## src/rtl/cl_ocl_axil_arbiter.sv

```systemverilog
// Two-requester AXI-Lite arbiter in front of the OCL register slave.
// One transaction in flight, round-robin between requesters, write before
// read within a requester, and a response watchdog that answers SLVERR to
// the requester and then silently drains the late slave response.
module cl_ocl_axil_arbiter #(
  parameter int unsigned       ADDR_W      = 32,
  parameter int unsigned       DATA_W      = 32,
  parameter int unsigned       TIMEOUT_CYC = 256,
  parameter logic [DATA_W-1:0] ERR_RDATA   = DATA_W'(32'hDEAD_DEAD)
) (
  input  logic                  clk_main_a0,
  input  logic                  rst_main,
  // requester side
  input  logic [1:0]            s_awvalid,
  output logic [1:0]            s_awready,
  input  logic [2*ADDR_W-1:0]   s_awaddr,
  input  logic [1:0]            s_wvalid,
  output logic [1:0]            s_wready,
  input  logic [2*DATA_W-1:0]   s_wdata,
  input  logic [2*DATA_W/8-1:0] s_wstrb,
  output logic [1:0]            s_bvalid,
  output logic [3:0]            s_bresp,
  input  logic [1:0]            s_bready,
  input  logic [1:0]            s_arvalid,
  output logic [1:0]            s_arready,
  input  logic [2*ADDR_W-1:0]   s_araddr,
  output logic [1:0]            s_rvalid,
  output logic [2*DATA_W-1:0]   s_rdata,
  output logic [3:0]            s_rresp,
  input  logic [1:0]            s_rready,
  // slave side
  output logic                  m_awvalid,
  input  logic                  m_awready,
  output logic [ADDR_W-1:0]     m_awaddr,
  output logic                  m_wvalid,
  input  logic                  m_wready,
  output logic [DATA_W-1:0]     m_wdata,
  output logic [DATA_W/8-1:0]   m_wstrb,
  input  logic                  m_bvalid,
  output logic                  m_bready,
  input  logic [1:0]            m_bresp,
  output logic                  m_arvalid,
  input  logic                  m_arready,
  output logic [ADDR_W-1:0]     m_araddr,
  input  logic                  m_rvalid,
  output logic                  m_rready,
  input  logic [DATA_W-1:0]     m_rdata,
  input  logic [1:0]            m_rresp,
  // status
  output logic [1:0]            grant,
  output logic                  busy,
  output logic [15:0]           timeout_cnt
);

  localparam int unsigned WD_W = (TIMEOUT_CYC > 2) ? $clog2(TIMEOUT_CYC) : 1;
  localparam logic [WD_W-1:0] WD_LAST = WD_W'(TIMEOUT_CYC - 1);

  typedef enum logic [2:0] {
    ST_IDLE, ST_WR_REQ, ST_RD_REQ, ST_WR_RESP, ST_RD_RESP, ST_ERR, ST_FLUSH
  } state_t;

  state_t          r_state, w_state_nxt;
  logic            r_g, w_g_nxt;
  logic            r_last, w_last_nxt;
  logic            r_is_wr, w_is_wr_nxt;
  logic            r_aw_done, w_aw_done_nxt;
  logic            r_w_done, w_w_done_nxt;
  logic [WD_W-1:0] r_wd_cnt, w_wd_nxt;
  logic [15:0]     r_timeout_cnt, w_tcnt_nxt;

  logic [1:0]        w_wr_req, w_req;
  logic              w_first, w_pick;
  logic              w_awready, w_wready, w_arready;
  logic              w_bvalid, w_rvalid;
  logic [1:0]        w_bresp, w_rresp;
  logic [DATA_W-1:0] w_rdata;
  logic [15:0]       w_tcnt_inc;

  assign w_wr_req   = s_awvalid & s_wvalid;
  assign w_req      = w_wr_req | s_arvalid;
  assign w_first    = ~r_last;
  assign w_tcnt_inc = (r_timeout_cnt == '1) ? r_timeout_cnt : r_timeout_cnt + 16'd1;

  assign busy        = (r_state != ST_IDLE);
  assign grant       = busy ? (r_g ? 2'b10 : 2'b01) : 2'b00;
  assign timeout_cnt = r_timeout_cnt;

  // State and bookkeeping registers
  always_ff @(posedge clk_main_a0) begin
    if (rst_main) begin
      r_state       <= ST_IDLE;
      r_g           <= 1'b0;
      r_last        <= 1'b1;
      r_is_wr       <= 1'b0;
      r_aw_done     <= 1'b0;
      r_w_done      <= 1'b0;
      r_wd_cnt      <= '0;
      r_timeout_cnt <= '0;
    end else begin
      r_state       <= w_state_nxt;
      r_g           <= w_g_nxt;
      r_last        <= w_last_nxt;
      r_is_wr       <= w_is_wr_nxt;
      r_aw_done     <= w_aw_done_nxt;
      r_w_done      <= w_w_done_nxt;
      r_wd_cnt      <= w_wd_nxt;
      r_timeout_cnt <= w_tcnt_nxt;
    end
  end

  // Next-state logic, slave-side handshakes and requester-side demux
  always_comb begin
    w_state_nxt   = r_state;
    w_g_nxt       = r_g;
    w_last_nxt    = r_last;
    w_is_wr_nxt   = r_is_wr;
    w_aw_done_nxt = r_aw_done;
    w_w_done_nxt  = r_w_done;
    w_wd_nxt      = r_wd_cnt;
    w_tcnt_nxt    = r_timeout_cnt;
    w_pick        = 1'b0;

    w_awready = 1'b0;
    w_wready  = 1'b0;
    w_arready = 1'b0;
    w_bvalid  = 1'b0;
    w_bresp   = 2'b00;
    w_rvalid  = 1'b0;
    w_rresp   = 2'b00;
    w_rdata   = '0;

    m_awvalid = 1'b0;
    m_wvalid  = 1'b0;
    m_arvalid = 1'b0;
    m_bready  = 1'b0;
    m_rready  = 1'b0;
    m_awaddr  = r_g ? s_awaddr[2*ADDR_W-1:ADDR_W] : s_awaddr[ADDR_W-1:0];
    m_araddr  = r_g ? s_araddr[2*ADDR_W-1:ADDR_W] : s_araddr[ADDR_W-1:0];
    m_wdata   = r_g ? s_wdata[2*DATA_W-1:DATA_W]  : s_wdata[DATA_W-1:0];
    m_wstrb   = r_g ? s_wstrb[2*DATA_W/8-1:DATA_W/8] : s_wstrb[DATA_W/8-1:0];

    unique case (r_state)
      ST_IDLE: begin
        if (|w_req) begin
          w_pick      = w_req[w_first] ? w_first : r_last;
          w_g_nxt     = w_pick;
          w_last_nxt  = w_pick;
          w_is_wr_nxt = w_wr_req[w_pick];
          w_state_nxt = w_wr_req[w_pick] ? ST_WR_REQ : ST_RD_REQ;
        end
      end
      ST_WR_REQ: begin
        m_awvalid = ~r_aw_done;
        m_wvalid  = ~r_w_done;
        w_awready = m_awready & ~r_aw_done;
        w_wready  = m_wready & ~r_w_done;
        // AW and W are tracked independently; both may finish in one cycle
        if ((r_aw_done | m_awready) && (r_w_done | m_wready)) begin
          w_state_nxt   = ST_WR_RESP;
          w_aw_done_nxt = 1'b0;
          w_w_done_nxt  = 1'b0;
          w_wd_nxt      = '0;
        end else begin
          w_aw_done_nxt = r_aw_done | m_awready;
          w_w_done_nxt  = r_w_done | m_wready;
        end
      end
      ST_RD_REQ: begin
        m_arvalid = 1'b1;
        w_arready = m_arready;
        if (m_arready) begin
          w_state_nxt = ST_RD_RESP;
          w_wd_nxt    = '0;
        end
      end
      ST_WR_RESP: begin
        w_bvalid = m_bvalid;
        w_bresp  = m_bresp;
        m_bready = s_bready[r_g];
        if (m_bvalid && s_bready[r_g]) begin
          w_state_nxt = ST_IDLE;
        end else if (!m_bvalid && r_wd_cnt == WD_LAST) begin
          w_state_nxt = ST_ERR;
          w_tcnt_nxt  = w_tcnt_inc;
        end else begin
          w_wd_nxt = r_wd_cnt + WD_W'(1);
        end
      end
      ST_RD_RESP: begin
        w_rvalid = m_rvalid;
        w_rdata  = m_rdata;
        w_rresp  = m_rresp;
        m_rready = s_rready[r_g];
        if (m_rvalid && s_rready[r_g]) begin
          w_state_nxt = ST_IDLE;
        end else if (!m_rvalid && r_wd_cnt == WD_LAST) begin
          w_state_nxt = ST_ERR;
          w_tcnt_nxt  = w_tcnt_inc;
        end else begin
          w_wd_nxt = r_wd_cnt + WD_W'(1);
        end
      end
      ST_ERR: begin
        if (r_is_wr) begin
          w_bvalid = 1'b1;
          w_bresp  = 2'b10;
          if (s_bready[r_g]) w_state_nxt = ST_FLUSH;
        end else begin
          w_rvalid = 1'b1;
          w_rdata  = ERR_RDATA;
          w_rresp  = 2'b10;
          if (s_rready[r_g]) w_state_nxt = ST_FLUSH;
        end
      end
      ST_FLUSH: begin
        if (r_is_wr) begin
          m_bready = 1'b1;
          if (m_bvalid) w_state_nxt = ST_IDLE;
        end else begin
          m_rready = 1'b1;
          if (m_rvalid) w_state_nxt = ST_IDLE;
        end
      end
      default: w_state_nxt = ST_IDLE;
    endcase

    s_awready = r_g ? {w_awready, 1'b0} : {1'b0, w_awready};
    s_wready  = r_g ? {w_wready, 1'b0}  : {1'b0, w_wready};
    s_arready = r_g ? {w_arready, 1'b0} : {1'b0, w_arready};
    s_bvalid  = r_g ? {w_bvalid, 1'b0}  : {1'b0, w_bvalid};
    s_rvalid  = r_g ? {w_rvalid, 1'b0}  : {1'b0, w_rvalid};
    s_bresp   = r_g ? {w_bresp, 2'b00}  : {2'b00, w_bresp};
    s_rresp   = r_g ? {w_rresp, 2'b00}  : {2'b00, w_rresp};
    s_rdata   = r_g ? {w_rdata, {DATA_W{1'b0}}} : {{DATA_W{1'b0}}, w_rdata};
  end

endmodule

```

## config.mk

```make
export PLATFORM = sky130hd
export DESIGN_NAME = cl_ocl_axil_arbiter
export DESIGN_NICKNAME = d
export VERILOG_FILES = /design/src/rtl/cl_ocl_axil_arbiter.sv
export SDC_FILE = /design/constraint.sdc
export NUM_CORES = 1
export LEC_CHECK = 0
export ABC_AREA = 1
export BUFFER_PORTS_ARGS = -buffer_cell sky130_fd_sc_hd__buf_4
export CAP_MARGIN = 10
export CORE_AREA = 2 2 178 180
export CTS_CLUSTER_SIZE = 25
export DETAILED_ROUTE_END_ITERATION = 10
export DIE_AREA = 0 0 180 182
export PLACE_DENSITY = 0.46
export SLEW_MARGIN = 30
export SYNTH_ARGS = -nofsm -noshare
export SYNTH_HDL_FRONTEND = slang
export SYNTH_SLANG_ARGS = --single-unit
```

## constraint.sdc

```tcl
create_clock -name clk_main_a0 -period 5.35 [get_ports clk_main_a0]
set_clock_uncertainty 0.1 [all_clocks]
set_input_delay 0 -clock clk_main_a0 [delete_from_list [all_inputs] [get_ports clk_main_a0]]
set_output_delay 0 -clock clk_main_a0 [all_outputs]
set_load 0.05 [all_outputs]
```

==> results of run 1 <==
-- report_power, final --
part           internal, W  leakage, nW  switching (W)  total [W]
clock             0.000219       0.0808       0.000108   0.000327
sequential        0.000274        0.260       0.000105   0.000379
combinational     0.000831         4.03        0.00226    0.00309
total              0.00132         4.37        0.00247    0.00379
-- Yosys cell counts, drive strengths merged --
library cell  count
nand2           419
nor2            105
inv              59
a21oi            54
clkbuf           33
dfxtp            32
nor3             29
nand3            27
buf              10
nand4             9
xor2              9
o21ai             7
xnor2             5
ha                2
nor3b             2
o22ai             2
a211oi            1
nand3b            1
o211ai            1
-- final timing paths --
path	startpoint	end	depth (start not counted)
max reg2reg	r_g	r_state[2]	9
min	rst_main	timeout_cnt[0]	2
min reg2reg	r_w_done	r_w_done	2
max	r_g	m_wdata[23]	5
-- metal layers --
metal	vias to the layer above	wire length (microns)
li1	3329	-
met1	2867	11100
met3	38	2570
met4	18	237
met2	257	12700
met5	-	120
-- cell type report --
type                            instances  area (sq um)
Antenna cell                            1          2.50
Clock buffer                            6           129
Clock inverter                          2          35.0
Fill cell                            3538         23100
Inverter                               59           226
Multi-Input combinational cell        673          2920
Sequential cell                        32           644
Tap cell                              402           503
Timing Repair Buffer                  461          3460
-- critical path, cell delays in order, from the launching register on --
cell and delay [ns]:
dfxtp_4 0.55, inv_4 0.66, buf_4 0.70, nand2_1 0.17
nand2_1 0.10, buf_4 0.20
-- flip-flops by register name, indices dropped and copies added, names as in the netlist --
signal       count
r_wd_cnt         8
timeout_cnt     16
r_g              1
r_aw_done        1
r_w_done         1
r_is_wr          1
r_last           1
r_state          3
-- kinds of logic after synthesis --
family / synth area share
adders and majority gates: 0.00629
DFF: 0.161
AOI/OAI and AO/OA: 0.0931
buffers and inverters: 0.105
xor gates and xnor gates: 0.0308
and+or+nand+nor: 0.604
-- stage by stage --
step                      hold WS, ns  instances   util
after floorplan                 0.142        807      -
after global placement          0.245       1627  0.250
after detailed placement        0.247       1627  0.250
after CTS                      0.0291       1635  0.256
after global routing           0.0351       1636  0.256
final                          0.0272       1636  0.256
==> flow_metrics.tcl, run 1 <==
set metrics [dict create \
    drive_gt1_frac 0.412 \
    die_h_microns 182 \
    clk_pin_slew_ns 0.06 \
    gp_congestion 0.816 \
    initial_core_util 0.128 \
    ios 459 \
    yosysTopAreaCellShare 0.383 \
    cap_viol_max_count 0 \
    use_met3 0.0596 \
    netlist_top_cells_area "nand2_1 38%, dfxtp_1 16%, nor2_1 9.2%" \
    drtAntennaViolNets 0 \
    required_ns 5.25 \
    cts.sinks 32 \
    cts-root-buf "clkbuf_16" \
    rsz0062_at_grt "false" \
    nets 1487 \
    antenna_found_initial 10 \
    syn_area_sq_mm 0.00398 \
    seq_area_frac_synth 0.161 \
    coreArea_sq_mm 0.0310 \
    min_period_ns 2.90 \
    maxSlewHeadroom 0.435 \
    critPathLaunchType "flop" \
    min_path_type "primary input to flop" \
    grt_pass1_vias 6161 \
    synth_seq_cells 32 \
    first_iter_violations 246 \
    power.density_mw_per_mm2 479 \
    cts_resized 0 \
    area_growth_pct 99.1 \
    peakVddDrop_uv 202 \
    setup_viol 0 \
    grt_first_pass_wirelength_mm 38.6 \
    fin_ws_ns 2.45 \
    htree_levels 2 \
    dieArea_sq_mm 0.0328 \
    totalWireLength_mm 26.7 \
    routed-via-count 6509 \
    cts_setup_buffers 0 \
    ys_types 31 \
    cp_max_fo 74 \
    final_common_cell "buf_4" \
    fin_area_sq_mm 0.00792 \
    worst_pin_slew_ns 0.847 \
    drc 0 \
    top_usage_layer "met2" \
    slew_violations 0 \
    numCtsBuffers 5 \
    use_met1 0.187 \
    viasPerCell 3.98 \
    synth_nets 1062 \
    end_kind "output pin" \
    fmax_mhz 345 \
    yosysTopAreaCell "nand2_1" \
    placementRows 65 \
    grt_max_degree 75 \
    yosysWarnings 0 \
    critPathArrivalTime_ns 2.80 \
    port_buffers 458 \
    place_hpwl_mm 22.2 \
    syn_area_per_cell_sq_um 4.93 \
    dpl_cell_area_sq_mm 0.00776 \
    hold_viol 0 \
    wl_per_cell_microns 16.3 \
    cts_buffer_depth 2 \
    p_leak_nw 4.37 \
    drt_pass1_iterations 4 \
    dieWidth_microns 180 \
    cts_hold_buf 0 \
    fin_crit_sh 0.543 \
    r2r_slack_ns 2.72 \
    tritoncts "done" \
    final_cell_mix "461 x buf_4, 406 x nand2_1, 98 x nor2_1" \
    worstSkewPairLatency_ns 0.28 \
    setup_tns_ns 0 \
    postSynthCellCount 807 \
    grtUsageMet2 0.256 \
    power_w 0.00379 \
    outcome "finished, final reports clean" \
    place_ws_ns 2.62 \
    overflow 0 \
    grt_usage 0.152 \
    crit_type "flop to output pin" \
]
(Power assumes the default switching activity.)
==> run 2, diff against run 1 <==
- PLACE_DENSITY: 0.46 -> 0.47
- clock period: 5.35 -> 2.64 ns (I/O delays scaled with it)
==> run 2 against run 1 <==
Effect of this change:
- combinational power is 110% higher
- design area is 1.2% higher
- die area stayed put
- core utilization is 0.30 points higher
- via count is 0.69% higher
- hold slack worse by 0.0070 ns
- non-clock buffer count is 4 higher
- count of clock-buffer cells in the layout is 1 higher
- critical path type unchanged
- flip-flop and latch count stayed put
==> flow_metrics.tcl, run 2 (synthesis gave the netlist of run 1 again) <==
set metrics [dict create \
    cts_setup_buffers 0 \
    grt_pass1_vias 6253 \
    final_cell_mix "462 x buf_4, 406 x nand2_1, 98 x nor2_1" \
    cts_buffer_depth 2 \
    setup_tns_ns 0 \
    nets 1491 \
    required_ns 2.54 \
    ios 459 \
    dieArea_sq_mm 0.0328 \
    initial_core_util 0.128 \
    die_h_microns 182 \
    rsz0062_at_grt "false" \
    hold_viol 0 \
    use_met3 0.0568 \
    cts_resized 0 \
    htree_levels 2 \
    totalWireLength_mm 26.1 \
    numCtsBuffers 5 \
    port_buffers 458 \
    grt_first_pass_wirelength_mm 38.4 \
    min_path_type "primary input to flop" \
    grtUsageMet2 0.240 \
    drtAntennaViolNets 0 \
    fin_crit_sh 0.879 \
    fin_ws_ns 0.321 \
    fillers 3562 \
    end_kind "output pin" \
    setup_viol 0 \
    place_hpwl_mm 22.0 \
    critPathLaunchType "flop" \
    largest_register_ffs 16 \
    worstSkewPairLatency_ns 0.27 \
    grt_usage 0.151 \
    fmax_mhz 431 \
    placementRows 65 \
    drc 0 \
    cts-root-buf "clkbuf_16" \
    antenna_found_initial 8 \
    final_common_cell "buf_4" \
    regArea_sq_um 644 \
    use_met1 0.189 \
    first_iter_violations 231 \
    cap_viol_max_count 0 \
    dieWidth_microns 180 \
    overflow 0 \
    slew_violations 0 \
    gp_congestion 0.798 \
    clk_pin_slew_ns 0.06 \
    critPathArrivalTime_ns 2.22 \
    p_leak_nw 4.41 \
    cts.sinks 32 \
    grt_max_degree 104 \
    cp_max_fo 26 \
    power.density_mw_per_mm2 979 \
    viasPerCell 3.99 \
    wl_per_cell_microns 15.9 \
    crit_type "flop to output pin" \
    drive_gt1_frac 0.415 \
    top_usage_layer "met2" \
    coreArea_sq_mm 0.0310 \
    cts_hold_buf 0 \
    place_ws_ns 0.592 \
    peakVddDrop_uv 427 \
    maxSlewHeadroom 0.645 \
    worst_pin_slew_ns 0.532 \
    min_period_ns 2.32 \
    area_growth_pct 101 \
    routed-via-count 6554 \
    drt_pass1_iterations 5 \
    tritoncts "done" \
    multi_input_area_sq_mm 0.00292 \
    outcome "finished, final reports clean" \
]
run 2: power by group:
group	internal (W)	switching, W	total [W]
Clock	0.000497	0.000211	0.000708
Combinational	0.00174	0.00474	0.00649
Sequential	0.000556	0.0000958	0.000652
Total	0.00280	0.00505	0.00785
run 2: per-layer routing:
layer | vias to the layer above | share of wire | wire length, microns
met5 | - | 0.0021 | 54
li1 | 3350 | - | -
met1 | 2904 | 0.42 | 11000
met2 | 262 | 0.46 | 12000
met4 | 8 | 0.020 | 521
met3 | 30 | 0.096 | 2520
run 2: layout make-up:
type                       count  area share
clock buffer                   7      0.0190
antenna                        4     0.00125
inverter                      59      0.0283
tap                          402      0.0627
sequential                    32      0.0804
multi-input combinational    673       0.364
clock inverter                 1     0.00375
timing repair buffer         465       0.440
run 2: final timing paths:
path	slack, ns	endpoint	startpoint	cells past startpoint
setup reg to reg	0.58	timeout_cnt[13]	r_state[0]	10
hold reg to reg	0.37	r_w_done	r_w_done	2
hold / removal	0.02	r_wd_cnt[6]	rst_main	2
setup / recovery	0.32	s_rdata[18]	r_state[0]	7
run 2: metrics by stage:
step / cell area, sq um / total power (W) / instances / hold WS [ns] / utilization
floorplan: 3980 / 0.00504 / 807 / 0.142 / -
global placement: 7820 / 0.00722 / 1631 / 0.243 / 0.252
detailed placement: 7820 / 0.00724 / 1631 / 0.246 / 0.252
CTS: 8010 / 0.00796 / 1639 / 0.0208 / 0.258
global route: 8010 / 0.00834 / 1641 / 0.0198 / 0.259
finish: 8020 / 0.00785 / 1643 / 0.0202 / 0.259
run 2: critical path: stages (launching register included):
cell	delay, ns
dfxtp_1	0.49
nor2_2	0.06
nand2_2	0.36
inv_2	0.15
buf_12	0.19
a21oi_1	0.37
nor2_1	0.08
buf_4	0.21
